==> src/rtl/packet_output_arbiter.sv <==
// packet_output_arbiter
//   Per-output-port switch allocator for a wormhole NoC router. Competing
//   input ports are arbitrated round-robin; the winner owns the output link
//   from its head flit until its tail flit (or a watchdog release), and its
//   flit stream is passed combinationally onto the output valid/ready channel.
//
// Ports
//   clk        clock, rising edge
//   rst        asynchronous active-high reset
//   req        per-input request (head flit routed to this output)
//   data_in    packed flits, input i at [i*DATA_WIDTH +: DATA_WIDTH]
//   valid_in   per-input flit valid
//   ready_in   per-input accept (only the granted input can see ready)
//   data_out   flit to the output link
//   valid_out  output flit valid
//   ready_out  downstream accept
//   grant      one-hot owner of the output, 0 when idle
//   busy       high while a packet owns the output
//   overrun    sticky, set when the watchdog forces a release
//
// state  | meaning
// IDLE   | no owner; arbitrate among req, grant on the next edge
// LOCKED | output owned by grant; flits pass through until tail/watchdog
module packet_output_arbiter #(
    parameter int INPUTS     = 3,
    parameter int DATA_WIDTH = 32,
    parameter int TYPE_WIDTH = 2,
    parameter int MAX_FLITS  = 64
) (
    input  logic                         clk,
    input  logic                         rst,
    input  logic [INPUTS-1:0]            req,
    input  logic [INPUTS*DATA_WIDTH-1:0] data_in,
    input  logic [INPUTS-1:0]            valid_in,
    output logic [INPUTS-1:0]            ready_in,
    output logic [DATA_WIDTH-1:0]        data_out,
    output logic                         valid_out,
    input  logic                         ready_out,
    output logic [INPUTS-1:0]            grant,
    output logic                         busy,
    output logic                         overrun
);

    localparam int PW = $clog2(INPUTS);
    localparam int CW = $clog2(MAX_FLITS);
    localparam logic [TYPE_WIDTH-1:0] TYPE_TAIL = TYPE_WIDTH'(3);
    localparam logic [CW-1:0]         CNT_LAST  = CW'(MAX_FLITS - 1);
    localparam logic [PW-1:0]         PTR_INIT  = PW'(INPUTS - 1);

    typedef enum logic {
        ST_IDLE,
        ST_LOCKED
    } state_t;

    state_t            state_q, state_d;
    logic [INPUTS-1:0] grant_q, grant_d;
    logic [PW-1:0]     ptr_q, ptr_d;
    logic [CW-1:0]     cnt_q, cnt_d;
    logic              overrun_q, overrun_d;

    logic [PW-1:0]     gidx;
    logic              xfer;
    logic              is_tail;
    logic              release_pkt;
    logic              found;

    always_ff @(posedge clk or posedge rst) begin
        if (rst) begin
            state_q   <= ST_IDLE;
            grant_q   <= '0;
            ptr_q     <= PTR_INIT;
            cnt_q     <= '0;
            overrun_q <= 1'b0;
        end else begin
            state_q   <= state_d;
            grant_q   <= grant_d;
            ptr_q     <= ptr_d;
            cnt_q     <= cnt_d;
            overrun_q <= overrun_d;
        end
    end

    // Index of the current owner, used to move the round-robin pointer.
    always_comb begin
        gidx = '0;
        for (int i = 0; i < INPUTS; i++) begin
            if (grant_q[i]) begin
                gidx = PW'(i);
            end
        end
    end

    // Zero-cycle passthrough of the owner's channel. grant_q is zero in IDLE
    // (and while reset is held), so every output falls to 0 there.
    always_comb begin
        data_out  = '0;
        valid_out = 1'b0;
        ready_in  = '0;
        for (int i = 0; i < INPUTS; i++) begin
            if (grant_q[i]) begin
                data_out    = data_in[i*DATA_WIDTH +: DATA_WIDTH];
                valid_out   = valid_in[i];
                ready_in[i] = ready_out;
            end
        end
    end

    assign xfer        = (state_q == ST_LOCKED) && valid_out && ready_out;
    assign is_tail     = (data_out[DATA_WIDTH-1 -: TYPE_WIDTH] == TYPE_TAIL);
    assign release_pkt = xfer && (is_tail || (cnt_q == CNT_LAST));

    always_comb begin
        state_d   = state_q;
        grant_d   = grant_q;
        ptr_d     = ptr_q;
        cnt_d     = cnt_q;
        overrun_d = overrun_q;
        found     = 1'b0;
        case (state_q)
            ST_IDLE: begin
                // Search from pointer+1 upward, wrapping; the last owner
                // is therefore considered last.
                for (int k = 1; k <= INPUTS; k++) begin
                    for (int i = 0; i < INPUTS; i++) begin
                        if (!found && req[i] && (i == (int'(ptr_q) + k) % INPUTS)) begin
                            found      = 1'b1;
                            grant_d    = '0;
                            grant_d[i] = 1'b1;
                        end
                    end
                end
                if (found) begin
                    state_d = ST_LOCKED;
                    cnt_d   = '0;
                end
            end
            ST_LOCKED: begin
                if (xfer) begin
                    cnt_d = cnt_q + CW'(1);
                end
                if (release_pkt) begin
                    state_d = ST_IDLE;
                    grant_d = '0;
                    ptr_d   = gidx;
                    if (!is_tail) begin
                        overrun_d = 1'b1;
                    end
                end
            end
            default: begin
                state_d = ST_IDLE;
                grant_d = '0;
            end
        endcase
    end

    assign grant   = grant_q;
    assign busy    = (state_q == ST_LOCKED);
    assign overrun = overrun_q;

endmodule

==> config.mk <==
export PLATFORM = sky130hd
export DESIGN_NAME = packet_output_arbiter
export DESIGN_NICKNAME = d
export VERILOG_FILES = /design/src/rtl/packet_output_arbiter.sv
export SDC_FILE = /design/constraint.sdc
export NUM_CORES = 1
export LEC_CHECK = 0
export CELL_PAD_IN_SITES_DETAIL_PLACEMENT = 1
export CELL_PAD_IN_SITES_GLOBAL_PLACEMENT = 1
export CORE_ASPECT_RATIO = 0.6
export CORE_MARGIN = 4
export CORE_UTILIZATION = 18
export CTS_CLUSTER_SIZE = 30
export DETAILED_ROUTE_END_ITERATION = 6
export HOLD_SLACK_MARGIN = 0.1
export PLACE_DENSITY = 0.79
export SLEW_MARGIN = 20
export SYNTH_ARGS = -nofsm -noshare
export SYNTH_HDL_FRONTEND = slang
export SYNTH_SLANG_ARGS = --single-unit
==> constraint.sdc <==
create_clock -name clk -period 2.03 [get_ports clk]
set_input_delay 0.406 -clock clk [delete_from_list [all_inputs] [get_ports clk]]
set_output_delay 0.406 -clock clk [all_outputs]
set_load 0.02 [all_outputs]
==> summary.md <==
| Metric | Value |
|---|---|
| Status | `finished clean` |
| Clk slew on worst S/H paths | `0.05 ns` |
| Post-CTS setup buffers | `0` |
| GRT Total Usage | `15.9%` |
| Slew margin rel. | `63.9%` |
| CTS Hold Bufs | `0` |
| Synth Instances | `200` |
| Remaining antenna violation count | `0` |
| FF-to-FF End | `cnt_q[0]$_DFFE_PP0P_` |
| Number of global-route vias before repair | `2356` |
| Power Density | `1250 nW/µm²` |
| Largest net degree at the start of global routing | `25` |
| Syn_nets | `308` |
| CP max-delay cell | `dfrtp_2` |
| Worst VDD drop | `0.369 mV` |
| H-tree levels | `1` |
| Vias | `2124` |
| Synth unique cells | `38` |
| Number of buffers created by CTS | `3` |
| Worst path required time | `1.62 ns` |
| HP Start | `overrun$_DFFE_PP0P_` |
| Reg2reg path depth | `8` |
| Final Max Slew Viols | `0` |
| Pleak | `1.25 nW` |
| Starting Density | `18.9%` |
| Post-Syn Area | `1390 µm²` |
| DR pass1 iterations | `4` |
| Die area | `9260 µm²` |
| GRT Residual Overflow | `0` |
| Tightest Pin Transition | `0.542 ns` |
| YS warnings | `0` |
| Worst hold path depth | `1` |
| Final WL | `7.60 mm` |
| Number of port buffers | `145` |
| Inst Count DP | `453` |
| Clock Sinks | `13` |
| CP peak stage delay | `0.45 ns` |
| Share of cells above drive strength 1 | `19.5%` |
| Fraction of registers with async set/reset | `100%` |
| Max Cap Viol | `0` |
| Die Ht | `76.2 µm` |
| Fmax | `500 MHz` |
| # IOs | `146` |
| RSZ-0062 raised after global routing | `true` |
| Setup CP Type | `reg -> out` |
| Sequential share of the synthesized area | `23.4%` |
| Area delta synth->final | `119%` |
| Number of flops mapped to enable cells by yosys | `0` |
| Worst R2R Start | `grant[1]$_DFFE_PP0P_` |
| Seq cells post-synth | `13` |
| Initial antenna violation count | `0` |
| Rows | `24` |
| Fillers | `937` |
| Setup crit end kind | `primary output` |
| Net count, final | `463` |
| Via density | `4.64` |
| CORE AREA | `7390 µm²` |
| Final hold violations | `0` |
| Cell Chain, Critical Path | `nor2b_4 -> bufbuf_16 -> a22oi_1 -> o21ai_0 -> buf_2` |
| TritonCTS clock tree | `done` |
| Worst skew pair latency | `0.24 ns` |
| Finished Layout Cells | `458` |
| Clk root buf | `clkbuf_16` |
| First-pass GRT wire length | `12.1 mm` |
| GPL Wtd Cong | `0.784` |
| Antenna cell count | `0` |
| Flop2flop setup slack | `0.17 ns` |
| DRC viols | `0` |
| Max FO, Critical Path | `15` |
| Final setup violation count | `0` |
| Synth Area per Inst | `6.97 µm²` |
| Post-synth top flop | `dfrtp_1` |
| Hpwl dp | `6.09 mm` |
| CP Data Arrival Time | `1.60 ns` |
| Clock Skew | `0.00566 ns` |
| Hold Crit Endpoint | `overrun$_DFFE_PP0P_` |
| Wire length per cell | `16.6 µm` |
| Clk buf depth | `2` |
| Minimum clock period | `2.00 ns` |
| Startpoint class of the critical path | `flip-flop` |
| DRT iter0 DRCs | `32` |
| Hold WC Path Type | `reg -> reg` |
| Total power | `3.81 mW` |
| Period utilisation layout | `98.6%` |
| Die Width | `122 µm` |
[timing repair]
action / CTS / global route
endpoints found under the setup margin: 36 / 33
gates resized for setup: 106 / 46
gates cloned: 1 / 0
[metrics by stage]
step / setup TNS (ns) / area, µm² / hold slack, ns / utilization, % / worst slack, ns
global placement: -3.44 / 3080 / 0.460 / 41.7 / -0.148
finish: 0 / 3060 / 0.496 / 41.4 / 0.0284
CTS: 0 / 3110 / 0.515 / 42.1 / 0.000219
floorplan: 0 / 1390 / 0.282 / - / 0.0424
global route: -0.284 / 3060 / 0.534 / 41.4 / -0.0431
detailed placement: -4.15 / 3080 / 0.500 / 41.7 / -0.164
[layout make-up]
class	instances	area (µm²)	share of cell area [%]
clock buffers	4	78.8	2.58
inverters	6	22.5	0.737
multi-input cells	165	981	32.1
flip-flops and latches	13	329	10.8
well taps	104	130	4.26
repair buffers	166	1510	49.5
[how the worst max path moves through the flow]
stage / start / to / depth (start not counted)
after floorplan: grant[1]$_DFFE_PP0P_ / data_out[10] / 4
after global placement: ready_out / ready_in[2] / 3
after detailed placement: data_in[46] / data_out[14] / 4
after CTS: grant[1]$_DFFE_PP0P_ / data_out[31] / 4
after global routing: grant[1]$_DFFE_PP0P_ / data_out[3] / 5
final: grant[1]$_DFFE_PP0P_ / data_out[4] / 5
[per-layer routing]
| metal | track usage (%) | share of wire [%] | up-vias |
|---|---|---|---|
| li1 | - | - | 1035 |
| met1 | 18.1 | 41 | 985 |
| met2 | 28.6 | 49 | 90 |
| met3 | 4.90 | 8.3 | 14 |
| met4 | 4.03 | 2.3 | 0 |
| met5 | 0 | 0 | - |
[registers in the layout (all words and copies together) (netlist names)]
name,count
ptr_q,2
grant,3
busy,1
overrun,1
cnt_q,6
[power breakdown]
group / switching [mW] / internal [mW] / total, mW
sequential: 0.119 / 0.359 / 0.478
clock: 0.113 / 0.265 / 0.378
combinational: 1.65 / 1.30 / 2.95
[cell usage in the layout, fill, tap and decap left out, drive strengths merged, types with 2 or more instances in the layout]
master	count
clkdlybuf4s50	109
nand2	39
buf	36
o21ai	33
a22oi	30
clkbuf	21
a21oi	13
dfrtp	12
nor2	10
inv	6
nor2b	5
o22ai	4
nor3	4
nand3b	4
and2	3
ha	3
dlygate4sd2	3
xor2	2
nand3	2
a22o	2
a211oi	2
[Yosys cell counts (2+ instances only)]
| library cell | n | area share [%] |
|---|---|---|
| o22ai_1 | 4 | 1.8 |
| nand2_1 | 39 | 11 |
| a21oi_2 | 3 | 1.9 |
| a22oi_1 | 30 | 16 |
| xor2_1 | 2 | 1.3 |
| ha_1 | 3 | 2.7 |
| nor3_1 | 4 | 1.4 |
| buf_1 | 3 | 0.81 |
| nand3_1 | 2 | 0.72 |
| a21oi_1 | 10 | 3.6 |
| clkbuf_1 | 7 | 1.9 |
| a22o_1 | 2 | 1.3 |
| o21ai_0 | 32 | 11 |
| inv_1 | 6 | 1.6 |
| buf_2 | 4 | 1.4 |
| nand3b_1 | 3 | 1.6 |
| dfrtp_1 | 12 | 22 |
| nor2b_1 | 4 | 1.8 |
| and2_1 | 3 | 1.3 |
| nor2_1 | 9 | 2.4 |
[critical path: cells and delay by family, from the launching register on]
| family | cells | cell delay, ns |
|---|---|---|
| simple gates | 1 | 0.18 |
| flops | 1 | 0.45 |
| buf+inv | 2 | 0.50 |
| compound gates | 2 | 0.23 |
[cell families after synthesis]
logic type	synth area share, %
multiplexers	0.718
AND/OR/NAND/NOR	24.5
AO/OA/AOI/OAI	40.3
buffers and inverters	7.09
adder cells (fa/ha/maj)	2.69
XOR/XNOR	1.26
flip-flops	23.4
Power figures use the tool's default switching activity.
